--- src/rtl/mam_wb_pkg.sv ---
// mam_wb_pkg: shared types and defaults for the MAM/CPU Wishbone scheduler
package mam_wb_pkg;

    typedef enum logic [1:0] {
        S_IDLE,
        S_MAM,
        S_CPU,
        S_ABORT
    } state_e;

    localparam int DEF_MAX_WAIT = 16;
    localparam int DEF_TIMEOUT  = 255;

    // Byte-select width for a given data width
    function automatic int sel_width(input int dw);
        return dw / 8;
    endfunction

endpackage

--- src/rtl/mam_wb_watchdog.sv ---
// mam_wb_watchdog: counts stalled memory strobes and flags the abort cycle
module mam_wb_watchdog #(
    parameter int TIMEOUT = 255
) (
    input  logic wb_clk_i,
    input  logic wb_rstn_i,
    input  logic armed_i,
    input  logic stall_i,
    input  logic resp_i,
    output logic expired_o
);

    localparam int WW = $clog2(TIMEOUT + 2);

    logic [WW-1:0] wd_cnt_q, wd_cnt_d;

    // The counter only runs while an owner holds the bus; any response restarts it
    assign expired_o = armed_i && (wd_cnt_q == WW'(TIMEOUT));

    // Next count: clear when unowned or on a response, count stalls up to TIMEOUT
    always_comb begin
        wd_cnt_d = wd_cnt_q;
        if (!armed_i || resp_i)
            wd_cnt_d = '0;
        else if (stall_i && !expired_o)
            wd_cnt_d = wd_cnt_q + 1'b1;
    end

    // Counter register
    always_ff @(posedge wb_clk_i or negedge wb_rstn_i) begin
        if (!wb_rstn_i)
            wd_cnt_q <= '0;
        else
            wd_cnt_q <= wd_cnt_d;
    end

endmodule

--- src/rtl/mam_wb_scheduler.sv ---
// mam_wb_scheduler: arbitrates CPU and MAM Wishbone masters onto one memory port
module mam_wb_scheduler
    import mam_wb_pkg::*;
#(
    parameter int  AW       = 32,
    parameter int  DW       = 32,
    parameter int  MAX_WAIT = DEF_MAX_WAIT,
    parameter int  TIMEOUT  = DEF_TIMEOUT,
    localparam int SW       = sel_width(DW)
) (
    input  logic          wb_clk_i,
    input  logic          wb_rstn_i,
    input  logic [AW-1:0] cpu_adr_i,
    input  logic [DW-1:0] cpu_dat_i,
    input  logic [SW-1:0] cpu_sel_i,
    input  logic          cpu_we_i,
    input  logic          cpu_cyc_i,
    input  logic          cpu_stb_i,
    input  logic [2:0]    cpu_cti_i,
    input  logic [1:0]    cpu_bte_i,
    output logic          cpu_ack_o,
    output logic          cpu_err_o,
    output logic          cpu_rty_o,
    output logic [DW-1:0] cpu_dat_o,
    input  logic [AW-1:0] mam_adr_i,
    input  logic [DW-1:0] mam_dat_i,
    input  logic [SW-1:0] mam_sel_i,
    input  logic          mam_we_i,
    input  logic          mam_cyc_i,
    input  logic          mam_stb_i,
    input  logic [2:0]    mam_cti_i,
    input  logic [1:0]    mam_bte_i,
    output logic          mam_ack_o,
    output logic          mam_err_o,
    output logic          mam_rty_o,
    output logic [DW-1:0] mam_dat_o,
    output logic [AW-1:0] mem_adr_o,
    output logic [DW-1:0] mem_dat_o,
    output logic [SW-1:0] mem_sel_o,
    output logic          mem_we_o,
    output logic          mem_cyc_o,
    output logic          mem_stb_o,
    output logic [2:0]    mem_cti_o,
    output logic [1:0]    mem_bte_o,
    input  logic          mem_ack_i,
    input  logic          mem_err_i,
    input  logic          mem_rty_i,
    input  logic [DW-1:0] mem_dat_i,
    output logic [1:0]    grant_o,
    output logic          timeout_o
);

    localparam int SCW = $clog2(MAX_WAIT + 2);

    state_e         state_q, state_d;
    logic           owner_cpu_q, owner_cpu_d;
    logic [SCW-1:0] starve_q, starve_d;
    logic           live, own_cpu, fwd, starved, wd_expired;
    logic           resp_ack, resp_err, resp_rty;
    logic [DW-1:0]  resp_dat;

    // live: an owner is connected; fwd: it is connected and not being aborted this cycle
    assign live    = (state_q == S_MAM) || (state_q == S_CPU);
    assign own_cpu = state_q == S_CPU;
    assign fwd     = live && !wd_expired;
    assign starved = starve_q == SCW'(MAX_WAIT);

    assign timeout_o = wd_expired;

    mam_wb_watchdog #(
        .TIMEOUT(TIMEOUT)
    ) u_watchdog (
        .wb_clk_i (wb_clk_i),
        .wb_rstn_i(wb_rstn_i),
        .armed_i  (live),
        .stall_i  (mem_cyc_o && mem_stb_o),
        .resp_i   (mem_ack_i || mem_err_i || mem_rty_i),
        .expired_o(wd_expired)
    );

    // Pass the owner's request to memory and route responses back to the owner only
    always_comb begin
        mem_adr_o = live ? (own_cpu ? cpu_adr_i : mam_adr_i) : '0;
        mem_dat_o = live ? (own_cpu ? cpu_dat_i : mam_dat_i) : '0;
        mem_sel_o = live ? (own_cpu ? cpu_sel_i : mam_sel_i) : '0;
        mem_we_o  = live && (own_cpu ? cpu_we_i : mam_we_i);
        mem_cti_o = live ? (own_cpu ? cpu_cti_i : mam_cti_i) : '0;
        mem_bte_o = live ? (own_cpu ? cpu_bte_i : mam_bte_i) : '0;
        mem_cyc_o = fwd && (own_cpu ? cpu_cyc_i : mam_cyc_i);
        mem_stb_o = fwd && (own_cpu ? cpu_stb_i : mam_stb_i);
        resp_ack  = fwd && mem_ack_i;
        resp_err  = live && (wd_expired || mem_err_i);
        resp_rty  = fwd && mem_rty_i;
        resp_dat  = fwd ? mem_dat_i : '0;
        cpu_ack_o = own_cpu && resp_ack;
        cpu_err_o = own_cpu && resp_err;
        cpu_rty_o = own_cpu && resp_rty;
        cpu_dat_o = own_cpu ? resp_dat : '0;
        mam_ack_o = !own_cpu && resp_ack;
        mam_err_o = !own_cpu && resp_err;
        mam_rty_o = !own_cpu && resp_rty;
        mam_dat_o = own_cpu ? '0 : resp_dat;
        grant_o   = {own_cpu, state_q == S_MAM};
    end

    // Next state: arbitrate in IDLE, hold the owner until its cyc drops, abort on watchdog expiry
    always_comb begin
        state_d     = state_q;
        owner_cpu_d = live ? own_cpu : owner_cpu_q;
        starve_d    = starve_q;
        case (state_q)
            S_IDLE: begin
                state_d  = (starved && cpu_cyc_i) ? S_CPU :
                           mam_cyc_i              ? S_MAM :
                           cpu_cyc_i              ? S_CPU : S_IDLE;
                starve_d = (state_d == S_CPU) ? '0 : starve_q;
            end
            S_MAM: begin
                state_d  = wd_expired ? S_ABORT : mam_cyc_i ? S_MAM : S_IDLE;
                starve_d = (cpu_cyc_i && !starved) ? starve_q + 1'b1 : starve_q;
            end
            S_CPU:   state_d = wd_expired ? S_ABORT : cpu_cyc_i ? S_CPU : S_IDLE;
            default: state_d = (owner_cpu_q ? cpu_cyc_i : mam_cyc_i) ? S_ABORT : S_IDLE;
        endcase
    end

    // State, owner memory and starvation counter registers
    always_ff @(posedge wb_clk_i or negedge wb_rstn_i) begin
        if (!wb_rstn_i) begin
            state_q     <= S_IDLE;
            owner_cpu_q <= 1'b0;
            starve_q    <= '0;
        end else begin
            state_q     <= state_d;
            owner_cpu_q <= owner_cpu_d;
            starve_q    <= starve_d;
        end
    end

endmodule

--- config.mk ---
export PLATFORM = sky130hd
export DESIGN_NAME = mam_wb_scheduler
export DESIGN_NICKNAME = d
export VERILOG_FILES = /design/src/rtl/mam_wb_pkg.sv /design/src/rtl/mam_wb_watchdog.sv /design/src/rtl/mam_wb_scheduler.sv
export SDC_FILE = /design/constraint.sdc
export NUM_CORES = 1
export LEC_CHECK = 0
export CAP_MARGIN = 20
export CORE_AREA = 2 2 131 133
export DETAILED_ROUTE_END_ITERATION = 7
export DIE_AREA = 0 0 133 135
export DONT_BUFFER_PORTS = 1
export HOLD_SLACK_MARGIN = 0.05
export SLEW_MARGIN = 20
export SYNTH_ARGS = -nofsm -noshare
export SYNTH_HDL_FRONTEND = slang
export SYNTH_SLANG_ARGS = --single-unit
--- constraint.sdc ---
create_clock -name wb_clk_i -period 4.7 [get_ports wb_clk_i]
set_input_delay 0.47 -clock wb_clk_i [delete_from_list [all_inputs] [get_ports wb_clk_i]]
set_output_delay 0.47 -clock wb_clk_i [all_outputs]
set_load 0.005 [all_outputs]
## Yosys cells after proc, flatten, opt, wreduce, memory -nomap -nowiden

Cells that the tools add are included.

- Flip-flop bits (word level): 17
- Input port bits: 189
- Output and inout bits: 149
- Word-level logic and storage cells: 74

- Add/sub/neg operators: 2
- Eq/ne operators: 7
- Mux-type cells: 30
- Reduce and logical (&&, ||, !) cells: 31

Operators with widths:

| kind | count |
|---|---|
| 32-bit 2-to-1 mux | 7 |
| 1-bit logical AND | 18 |
| 9-bit 2-to-1 mux | 2 |
| 2-bit 2-to-1 mux | 8 |
| 5-bit 2-to-1 mux | 2 |
| 5-bit one-hot mux with 2 select lines | 1 |
| 9-bit by 1-bit adder with 9-bit output (second input constant) | 1 |
| 9-bit by 8-bit equality test with 1-bit output (second input constant) | 1 |
| 4-bit 2-to-1 mux | 2 |
| 3-bit 2-to-1 mux | 2 |
| 2-bit one-hot mux with 3 select lines | 1 |
| 5-bit by 1-bit adder with 5-bit output (second input constant) | 1 |
| 5-bit equality test (second input constant) | 1 |
| 1-bit logical OR | 5 |
| 1-bit 2-to-1 mux | 5 |
| 2-bit equality test (second input constant) | 2 |
| 1-bit logical NOT | 4 |
| 2-bit nonzero test | 2 |
| 3-bit AND reduction | 1 |
| 2-bit by 1-bit equality test with 1-bit output (second input constant) | 1 |
| 2-bit logical NOT | 1 |
| 2-bit by 1-bit inequality test with 1-bit output (second input constant) | 1 |
| 2-bit inequality test (second input constant) | 1 |

## Logic depth before layout (Yosys ltp)

Gate-level depths: netlist of run 1.

- Depth after elaboration: 10
- Gate-level depth with buffers: 9
- Gate-level depth less buffers: 8

## Cells and area by module

A second synthesis of run 1 with hierarchy kept.

- Cell total of the unflattened synthesis: 377
- Area total of the unflattened synthesis: 2,957.8 µm²

By module, submodules not included:

| module | instances | cells each | area each (µm²) | seq. area each (µm²) |
|---|---|---|---|---|
| mam_wb_scheduler | 1 | 324 | 2,459.9 | 200.2 |
| mam_wb_watchdog | 1 | 53 | 498.0 | 225.2 |

## Worst setup path after synthesis of run 1

No wires, ideal clock.

- Kind: register to output
- Start: register u_watchdog.wd_cnt_q[0]
- End: output port cpu_dat_o[10]
- Arrival time: 1.869 ns
- Data required time: 4.230 ns
- Setup slack: 2.361 ns
- Stages on the path, launching flop included: 10
- Buffers on the path: 2
- Cell sequence: dfrtp_1 ha_1 nand2_1 nor3_1 ha_1 nand2b_1 buf_2 nor2_1 clkbuf_1 and2_1

- Cells in the longest elaborated chain, start to end: 6

RTL lines:

| element | line | text |
|---|---|---|
| start, declared | mam_wb_watchdog.sv:15 | `logic [WW-1:0] wd_cnt_q, wd_cnt_d;` |
| start signal, assigned | mam_wb_watchdog.sv:34 | `wd_cnt_q <= wd_cnt_d;` |
| 9-bit by 8-bit equality test with 1-bit output | mam_wb_watchdog.sv:18 | `assign expired_o = armed_i && (wd_cnt_q == WW'(TIMEOUT));` |
| 1-bit logical AND | mam_wb_watchdog.sv:18 |  |
| 1-bit logical NOT | mam_wb_scheduler.sv:65 | `assign fwd = live && !wd_expired;` |
| 1-bit logical AND | mam_wb_scheduler.sv:65 |  |
| 32-bit 2-to-1 mux | mam_wb_scheduler.sv:94 | `resp_dat = fwd ? mem_dat_i : '0;` |
| 32-bit 2-to-1 mux | mam_wb_scheduler.sv:98 | `cpu_dat_o = own_cpu ? resp_dat : '0;` |
| end, declared | mam_wb_scheduler.sv:24 | `output logic [DW-1:0] cpu_dat_o,` |

No other way between the ends.

## Worst setup path after layout of run 1

- Start: register state_q[1]
- End: output port mam_dat_o[1]

- Cells in the longest elaborated chain, start to end: 7
- Elaborated cells between the ends (all ways): 8
- Those cells by class: 2 x eq/ne; 2 x mux; 4 x reduce/logical

RTL lines:

| element | line | text |
|---|---|---|
| start, declared | mam_wb_scheduler.sv:55 | `state_e state_q, state_d;` |
| start signal, assigned | mam_wb_scheduler.sv:134 | `state_q <= state_d;` |
| 2-bit by 1-bit equality test with 1-bit output / 2-bit equality test (equally long branches) | mam_wb_scheduler.sv:63 | `assign live = (state_q == S_MAM) \|\| (state_q == S_CPU);` |
| 1-bit logical OR (*) | mam_wb_scheduler.sv:63 |  |
| net live | mam_wb_scheduler.sv:58 | `logic live, own_cpu, fwd, starved, wd_expired;` |
| 1-bit logical AND | mam_wb_watchdog.sv:18 |  |
| 1-bit logical NOT | mam_wb_scheduler.sv:65 |  |
| 1-bit logical AND (*) | mam_wb_scheduler.sv:65 |  |
| 32-bit 2-to-1 mux (*) | mam_wb_scheduler.sv:94 |  |
| 32-bit 2-to-1 mux (*) | mam_wb_scheduler.sv:102 | `mam_dat_o = own_cpu ? '0 : resp_dat;` |
| end, declared | mam_wb_scheduler.sv:36 | `output logic [DW-1:0] mam_dat_o,` |

The timed path passes the listed nets; every way through them passes the cells marked *.

==> summary.md, run 1 <==
| Metric | Value |
|---|---|
| Reg clk slew, reported paths | `0.05 ns` |
| Crit Path Max Fanout | `34` |
| Max Freq | `349.1 MHz` |
| Clk buf depth | `2` |
| Fraction of registers with async set/reset | `100.0%` |
| P_int | `841.0 uW` |
| Outcome | `finished, final reports clean` |
| Starting Density | `17.51%` |
| Antenna Nets Post-Route | `0` |
| Relative slew slack | `47.47%` |
| Post-DP HPWL | `8865 um` |
| Comb power frac | `79.5%` |
| Detailed Routing Iterations Pass 1 | `4` |
| Synth Area in Compound Gates | `6.751%` |
| CP Launch Type | `flip-flop` |
| Routed wire length | `10400 um` |
| Post-synthesis sequential area ratio | `14.81%` |
| Area share of the largest cell type after synthesis | `27.18%` |
| CTS root buf | `clkbuf_16` |
| Slowest cell on the critical path | `ha_2` |
| Critical path class | `reg2out` |
| CORE AREA | `16410 um2` |
| Layout cells sized above 1 | `5.172%` |
| GRT Residual Overflow | `0` |
| Worst r2r dst | `u_watchdog.wd_cnt_q[7]$_DFFE_PN0P_` |
| Clk sink count | `17` |
| Yosys reg bits | `17` |
| Postcts setup bufs | `0` |
| Setup TNS | `0 ns` |
| Fin. Hold Viols | `0` |
| Net Sw Power | `899.9 uW` |
| Placed inst area | `3087 um2` |
| CP required | `4.23 ns` |
| Antenna violations before repair | `0` |
| Power share of the clock group | `9.9%` |
| Routed WL per cell | `18.30 um` |
| CTS tree | `yes` |
| Minimum clock period | `2.864 ns` |
| Post-Synth Adder-Cell Area | `3.484%` |
| CP Depth | `6` |
| I/O Buffers | `0` |
| Post-Syn Area per Cell | `7.892 um2` |
| R2R Setup Slk | `2.33 ns` |
| Dominant cells by area after synthesis | `mux2i_1 27%, nor2b_1 16%, and2_1 15%` |
| Sw Share | `51.69%` |
| Post-synth EDFFs | `0` |
| Final Max Tran Viols | `0` |
| Syn Nets | `561` |
| Most frequent cells in the layout | `78 x mux2i_1, 75 x nor2b_1, 69 x and2_1` |
| Overall routing resource usage | `10.04%` |
| Final setup vio count | `0` |
| CP cell instances | `inv_1 > ha_2 > nand2b_1 > nor2_1 > buf_4 > and2_1` |
| WHS Endpoint | `state_q[0]$_DFF_PN0_` |
| # H-tree levels | `1` |
| P&R area growth vs syn | `10.54%` |
| RSZ-0062 raised after global routing | `false` |
| Via density | `4.474` |
| Row count | `47` |
| Most common cell after layout, fill and taps aside | `mux2i_1` |
| Clock latency on the worst-skew pair | `0.25 ns` |
| Synth Area in XOR/XNOR | `1.829%` |
| Die X | `133 um` |
| Ant diodes | `0` |
| Final instance area | `3176 um2` |
| Syn Inst Count | `364` |
| Vias in the first global route | `2267` |
| Largest family of logic cells by synthesized area | `simple AND/OR/NAND/NOR gates` |
| GPL Wtd Cong | `0.7795` |
| First-pass GRT wire length | `13960 um` |
| R2R depth | `6` |
| Synthesized cell area | `2873 um2` |
| Vias | `2541` |
| Sequential share of power | `10.6%` |
| Crit path capture type | `output pin` |
| Main flop type after synthesis | `dfrtp_1` |
| Peak VDD IR | `0.2326 mV` |
| Die Area | `17960 um2` |
| Critical path arrival | `2.39 ns` |
| Max_cap viols | `0` |
| Ports | `338` |
| Number of cells on the worst hold path | `1` |
| Mux share of post-synthesis cell area | `27.70%` |
| PD cells | `548.2 nW/um2` |
| Synth area leader | `mux2i_1` |
| Leak | `0.001139 uW` |
| Die height | `135 um` |
| Synth Area in Simple Gates | `39.90%` |
| DR iter-0 viols | `100` |
| Total Power | `1741 uW` |
| Yosys warnings | `0` |
| Slowest stage delay, CP | `0.61 ns` |
| Final core utilization | `19.35%` |
| CP delay by family, top | `simple AND/OR/NAND/NOR gates` |
| Num CTS Buffers | `3` |
| DR DRC count | `0` |
| Reg-to-reg critical path startpoint | `state_q[1]$_DFF_PN0_` |
| Worst Path Buf+Inv | `2` |
| Count of different cell masters after synthesis | `35` |
| Final #Nets | `546` |
| Worst min-delay path startpoint | `mam_cyc_i` |
| Period utilisation layout | `60.94%` |
| Largest net degree at the start of global routing | `55` |
| Setup Skew | `0.001449 ns` |
| Slew @ Worst Pin | `0.7854 ns` |
| Min-delay worst type | `in2reg` |
-- registers in the layout, summed over array words and instances, names as in the netlist --
register / flops
u_watchdog.wd_cnt_q: 9
starve_q: 5
state_q: 2
owner_cpu_q: 1
-- cells by family (layout without fill, tap and decap cells) --
family | count (synthesis) | in the layout
xor+xnor | 6 | 6
compound gates | 24 | 24
simple gates | 192 | 192
fa+ha+maj | 8 | 8
buf+inv | 38 | 22
flops | 17 | 17
mux | 79 | 79
-- stage by stage --
| step | setup WS [ns] | hold slack, ns | instances |
|---|---|---|---|
| floorplan | 2.361 | 0.1744 | 364 |
| global placement | 2.088 | 0.1748 | 563 |
| detailed placement | 2.029 | 0.1748 | 563 |
| CTS | 1.755 | 0.3843 | 568 |
| global route | 1.527 | 0.3920 | 568 |
| finish | 1.836 | 0.3853 | 568 |
-- worst max path at each step --
stage,slack [ns],endpoint,from
floorplan,2.36,cpu_dat_o[10],u_watchdog.wd_cnt_q[0]$_DFFE_PN0P_
CTS,1.75,cpu_dat_o[17],state_q[1]$_DFF_PN0_
finish,1.84,mam_dat_o[1],state_q[1]$_DFF_PN0_
global route,1.53,mam_dat_o[12],state_q[1]$_DFF_PN0_
global placement,2.09,cpu_dat_o[17],state_q[1]$_DFF_PN0_
detailed placement,2.03,cpu_dat_o[17],state_q[1]$_DFF_PN0_
-- power by group through the flow --
stage | logic [uW] | registers [uW] | clock network [uW]
after floorplan | 1120 | 181 | 0
after global routing | 1510 | 188 | 178
final | 1380 | 185 | 172
after global placement | 1390 | 186 | 0
after CTS | 1410 | 184 | 177
after detailed placement | 1400 | 187 | 0
-- layout make-up --
| type | count | area (um2) |
|---|---|---|
| fillers | 1804 | 13230 |
| multi-input cells | 309 | 2303 |
| flip-flops and latches | 17 | 425.4 |
| well taps | 220 | 275.3 |
| clock buffers | 4 | 78.83 |
| repair buffers | 6 | 47.55 |
| inverters | 12 | 45.04 |
-- repair_timing --
action | CTS | global route
endpoints found under the setup margin | 0 | 0
resized for setup | 0 | 0
hold buffers | 1 | 0
endpoints found under the hold margin | 17 | 0
-- routing by layer --
layer	vias up	routed length (um)	track usage (%)
met4	0	27	1.254
met1	1213	4619	15.36
met3	4	711	0.7132
met2	156	5036	15.72
li1	1168	-	-
met5	-	0	0
-- synthesized netlist by cell type, drive strengths merged (2+ instances only) --
library cell / n
buf: 11
a211o: 2
nand2b: 2
o21ai: 6
xnor2: 6
nor2: 20
o31ai: 2
a211oi: 5
nor2b: 75
clkbuf: 15
nand3: 8
ha: 8
mux2i: 78
and2: 69
nor3: 3
dfrtp: 17
inv: 12
a2111oi: 2
nand2: 10
(Power assumes the default switching activity.)
==> run 2, diff against run 1 <==
==> constraint.sdc (replaced) <==
create_clock -name wb_clk_i -period 3 [get_ports wb_clk_i]
set_input_delay 0.3 -clock wb_clk_i [delete_from_list [all_inputs] [get_ports wb_clk_i]]
set_output_delay 0.3 -clock wb_clk_i [all_outputs]
set_load 0.005 [all_outputs]
==> summary.md, run 2 (synthesis gave the netlist of run 1 again) <==
| Metric | Value |
|---|---|
| Ports | `338` |
| CORE AREA | `16410 um2` |
| Met2 Routed Length | `4862 um` |
| # H-tree levels | `1` |
| Routed WL per cell | `18.04 um` |
| Number of cells on the worst hold path | `1` |
| Row count | `47` |
| Vias | `2497` |
| Final setup vio count | `0` |
| Max Freq | `380.8 MHz` |
| Clock latency on the worst-skew pair | `0.25 ns` |
| Top sig layer | `met4` |
| Period utilisation layout | `87.53%` |
| Antenna violations before repair | `0` |
| Postcts setup bufs | `0` |
| Via density | `4.396` |
| Fin. Hold Viols | `0` |
| Most common cell after layout, fill and taps aside | `mux2i_1` |
| Layout cells sized above 1 | `5.172%` |
| Detailed Routing Iterations Pass 1 | `4` |
| I/O Buffers | `0` |
| CP Launch Type | `flip-flop` |
| Crit Path Max Fanout | `34` |
| Die X | `133 um` |
| Antenna Nets Post-Route | `0` |
| Routed wire length | `10250 um` |
| Largest net degree at the start of global routing | `77` |
| Most frequent cells in the layout | `78 x mux2i_1, 75 x nor2b_1, 69 x and2_1` |
| Starting Density | `17.51%` |
| CP required | `2.70 ns` |
| Reg clk slew, reported paths | `0.05 ns` |
| Final #Nets | `546` |
| Minimum clock period | `2.626 ns` |
| R2R depth | `6` |
| Placed cell count | `563` |
| R2R Setup Slk | `0.70 ns` |
| DR DRC count | `0` |
| RSZ-0062 raised after global routing | `false` |
| PD cells | `862.3 nW/um2` |
| Max reg flops | `9` |
| Clk sink count | `17` |
| Ant diodes | `0` |
| Hold buffers post-CTS | `1` |
| CTS root buf | `clkbuf_16` |
| Post-Layout Cell Count | `568` |
| Die Area | `17960 um2` |
| Leak | `0.001142 uW` |
| Setup TNS | `0 ns` |
| Crit path capture type | `output pin` |
| Num CTS Buffers | `3` |
| DR iter-0 viols | `123` |
| Slew @ Worst Pin | `0.8187 ns` |
| GPL Wtd Cong | `0.8002` |
| Overall routing resource usage | `9.846%` |
| GRT Residual Overflow | `0` |
| P&R area growth vs syn | `10.98%` |
| Total Power | `2749 uW` |
| Largest registers | `u_watchdog.wd_cnt_q: 9 flops, starve_q: 5 flops, state_q: 2 flops` |
| Die height | `135 um` |
| Post-DP HPWL | `8823 um` |
| Biggest register | `u_watchdog.wd_cnt_q` |
| Critical path arrival | `2.33 ns` |
| Met3 wire len | `513 um` |
| First-pass GRT wire length | `13730 um` |
| Peak VDD IR | `0.4099 mV` |
| Vias in the first global route | `2247` |
| Count of cells resized by post-cts repair | `0` |
| Critical path class | `reg2out` |
| Max_cap viols | `0` |
| Final Max Tran Viols | `0` |
| CTS tree | `yes` |
| Relative slew slack | `45.24%` |
| Outcome | `finished, final reports clean` |
| Clk buf depth | `2` |
| Met1 WL | `4818 um` |
| Final core utilization | `19.43%` |
| Min-delay worst type | `in2reg` |
| Setup Skew | `0.002631 ns` |
[run 2: cell counts in the layout (fill, tap and decap cells not counted)]
Identical to the previous run, type by type.
[run 2: final timing paths]
kind	from	end
setup / recovery	state_q[1]$_DFF_PN0_	cpu_dat_o[17]
hold / removal	mam_cyc_i	state_q[0]$_DFF_PN0_
setup reg to reg	state_q[1]$_DFF_PN0_	u_watchdog.wd_cnt_q[7]$_DFFE_PN0P_
hold reg to reg	starve_q[2]$_DFFE_PN0P_	starve_q[2]$_DFFE_PN0P_
max in group asynchronous	wb_rstn_i	u_watchdog.wd_cnt_q[1]$_DFFE_PN0P_
min in group asynchronous	wb_rstn_i	starve_q[4]$_DFFE_PN0P_
[run 2: per-stage QoR]
stage          setup slack (ns)  area, um2  hold slack (ns)
2_1_floorplan            0.8313       2873         0.004409
3_3_place_gp             0.6662       3099         0.004761
3_5_place_dp             0.6174       3099         0.004831
4_1_cts                  0.3354       3188           0.2008
5_1_grt                  0.1340       3188           0.2006
6_report                 0.3742       3188           0.1988
[run 2: area by class of cell]
cell class / count / area (um2)
tap: 220 / 275.3
clock buffer: 4 / 78.83
multi-input combinational: 309 / 2303
sequential: 17 / 425.4
timing repair buffer: 6 / 60.06
fill: 1811 / 13220
inverter: 12 / 45.04
[run 2: where the power goes]
group          total [uW]  switching (uW)  leakage (uW)  internal [uW]
Combinational        2190            1290      0.000871            899
Sequential            287            29.0      0.000233            258
Clock                 273            92.4     0.0000382            181
Total                2750            1410       0.00114           1340
[run 2: per-layer routing]
layer	GRT usage (%)	vias to the layer above
met5	0	-
met4	1.613	0
met3	0.9009	5
met2	15.17	134
met1	15.00	1187
li1	-	1171
[run 2: worst max-delay path, cell delays in order, from the launching register on]
cell and delay (ns):
dfrtp_1 0.40, inv_1 0.08, ha_2 0.58, nand2b_1 0.35
nor2_1 0.18, buf_4 0.27, and2_1 0.20
==> run 3, diff against run 2 <==
--- a/config.mk
+++ b/config.mk
@@ -6,9 +6,9 @@
 export NUM_CORES = 1
 export LEC_CHECK = 0
 export CAP_MARGIN = 20
-export CORE_AREA = 2 2 131 133
+export CORE_AREA = 2 2 132 134
 export DETAILED_ROUTE_END_ITERATION = 7
-export DIE_AREA = 0 0 133 135
+export DIE_AREA = 0 0 134 136
 export DONT_BUFFER_PORTS = 1
 export HOLD_SLACK_MARGIN = 0.05
 export SLEW_MARGIN = 20
==> summary.md, run 3 (synthesis gave the netlist of run 1 again) <==
| Metric | Value |
|---|---|
| Outcome | `finished, final reports clean` |
| Number of cells on the worst hold path | `1` |
| Starting Density | `17.02%` |
| Antenna violations before repair | `0` |
| Detailed Routing Iterations Pass 1 | `4` |
| Clock latency on the worst-skew pair | `0.25 ns` |
| Worst min-delay path startpoint | `mam_cyc_i` |
| Post-DP HPWL | `9731 um` |
| Critical path arrival | `2.31 ns` |
| Ports | `338` |
| Overall routing resource usage | `10.70%` |
| Minimum clock period | `2.615 ns` |
| Min-delay worst type | `in2reg` |
| Reg clk slew, reported paths | `0.05 ns` |
| Largest registers | `u_watchdog.wd_cnt_q: 9 flops, starve_q: 5 flops, state_q: 2 flops` |
| Peak VDD IR | `0.4389 mV` |
| Largest net degree at the start of global routing | `69` |
| Num CTS Buffers | `3` |
| Slew @ Worst Pin | `0.8167 ns` |
| CP cell instances | `ha_1 > nand2_1 > nor3_1 > ha_1 > nand2b_1 > nor2_1 > buf_4 > and2_1` |
| # H-tree levels | `1` |
| GR Layer Usage met2 | `17.18%` |
| Final instance area | `3187 um2` |
| DR iter-0 viols | `140` |
| Vias | `2532` |
| Final core utilization | `18.88%` |
| Fillers | `1876` |
| Final #Nets | `545` |
| Period utilisation layout | `87.16%` |
| Slowest stage delay, CP | `0.42 ns` |
| Multi-input gate area | `2303 um2` |
| Fin. Hold Viols | `0` |
| CORE AREA | `16880 um2` |
| Max reg flops | `9` |
| CP required | `2.70 ns` |
| Die X | `134 um` |
| Reg area | `425.4 um2` |
| Via density | `4.427` |
| Biggest register | `u_watchdog.wd_cnt_q` |
| GR Layer Usage met3 | `1.156%` |
| Most frequent cells in the layout | `78 x mux2i_1, 75 x nor2b_1, 69 x and2_1` |
| Leak | `0.001137 uW` |
| Reg-to-reg critical path startpoint | `u_watchdog.wd_cnt_q[0]$_DFFE_PN0P_` |
| Placed cell count | `567` |
| GRT Residual Overflow | `0` |
| I/O Buffers | `0` |
| Cell mode on critical path | `ha_1` |
| Setup Skew | `0.001875 ns` |
| Hold_ws | `0.2017 ns` |
| Critical path class | `reg2out` |
| DR DRC count | `0` |
| Final Max Tran Viols | `0` |
| Post-Layout Cell Count | `572` |
| P&R area growth vs syn | `10.93%` |
| Clk buf depth | `2` |
| Slowest cell on the critical path | `dfrtp_1` |
| Placed inst area | `3098 um2` |
| Row count | `48` |
| Max_cap viols | `0` |
| First-pass GRT wire length | `14490 um` |
| GPL Wtd Cong | `0.8319` |
| Layout cells sized above 1 | `4.899%` |
| Max Freq | `382.4 MHz` |
| Worst r2r dst | `u_watchdog.wd_cnt_q[8]$_DFFE_PN0P_` |
| Most common cell after layout, fill and taps aside | `mux2i_1` |
| M1 GR Usage | `15.81%` |
| Die Area | `18220 um2` |
| Die height | `136 um` |
| Ant diodes | `0` |
| R2R Setup Slk | `0.72 ns` |
| WHS Endpoint | `state_q[0]$_DFF_PN0_` |
| CTS tree | `yes` |
| RSZ-0062 raised after global routing | `false` |
| Antenna Nets Post-Route | `0` |
| Setup TNS | `0 ns` |
| Relative slew slack | `45.37%` |
| Routed wire length | `11230 um` |
| Routed WL per cell | `19.63 um` |
| Final setup vio count | `0` |
| Crit Path Max Fanout | `34` |
| Count of cells resized by post-cts repair | `0` |
| Clk sink count | `17` |
| R2R depth | `8` |
| PD cells | `872.1 nW/um2` |
| CP Launch Type | `flip-flop` |
| Vias in the first global route | `2168` |
| GRT Max-Usage Layer | `met2` |
| Crit path capture type | `output pin` |
| CTS root buf | `clkbuf_16` |
## run 3: layer usage
metal	vias to the layer above	wire length [um]
li1	1177	-
met1	1185	5119
met2	166	5348
met3	4	715
met4	0	43
met5	-	0
## run 3: where the power goes
group | switching, uW | internal (uW) | leakage (uW) | total [uW]
clock network | 93.1 | 181 | 0.0000382 | 274
registers | 29.4 | 258 | 0.000233 | 288
logic | 1330 | 883 | 0.000866 | 2220
total | 1460 | 1320 | 0.00114 | 2780
## run 3: how the worst max path moves through the flow
stage,from,to,slack (ns),depth (start not counted)
finish,u_watchdog.wd_cnt_q[0]$_DFFE_PN0P_,cpu_dat_o[11],0.39,8
detailed placement,u_watchdog.wd_cnt_q[0]$_DFFE_PN0P_,cpu_dat_o[8],0.67,8
floorplan,u_watchdog.wd_cnt_q[0]$_DFFE_PN0P_,cpu_dat_o[10],0.83,9
global route,u_watchdog.wd_cnt_q[0]$_DFFE_PN0P_,cpu_dat_o[20],0.21,8
global placement,u_watchdog.wd_cnt_q[0]$_DFFE_PN0P_,cpu_dat_o[8],0.71,8
CTS,u_watchdog.wd_cnt_q[0]$_DFFE_PN0P_,cpu_dat_o[8],0.40,8
## run 3: final cells by class
cell class | count | area share (%)
clock buffer | 4 | 2.473
inverter | 12 | 1.413
multi-input combinational | 309 | 72.28
sequential | 17 | 13.35
tap | 225 | 8.834
timing repair buffer | 5 | 1.649
## run 3: critical path: cells and delay by family, from the launching register on
kind	cells	cell delay (ns)
adder cells (fa/ha/maj)	2	0.47
buffers and inverters	1	0.28
AND/OR/NAND/NOR	5	0.87
flip-flops	1	0.42
## run 3: stage by stage
stage          power, uW  setup WS (ns)
2_1_floorplan       2038         0.8313
3_3_place_gp        2523         0.7062
3_5_place_dp        2533         0.6685
4_1_cts             2820         0.3983
5_1_grt             3009         0.2060
6_report            2779         0.3851
## run 3: timing repair
action | 4_1_cts | 5_1_grt
hold buffers | 1 | 0
setup buffers | 0 | 0
hold endpoints to repair | 17 | 0
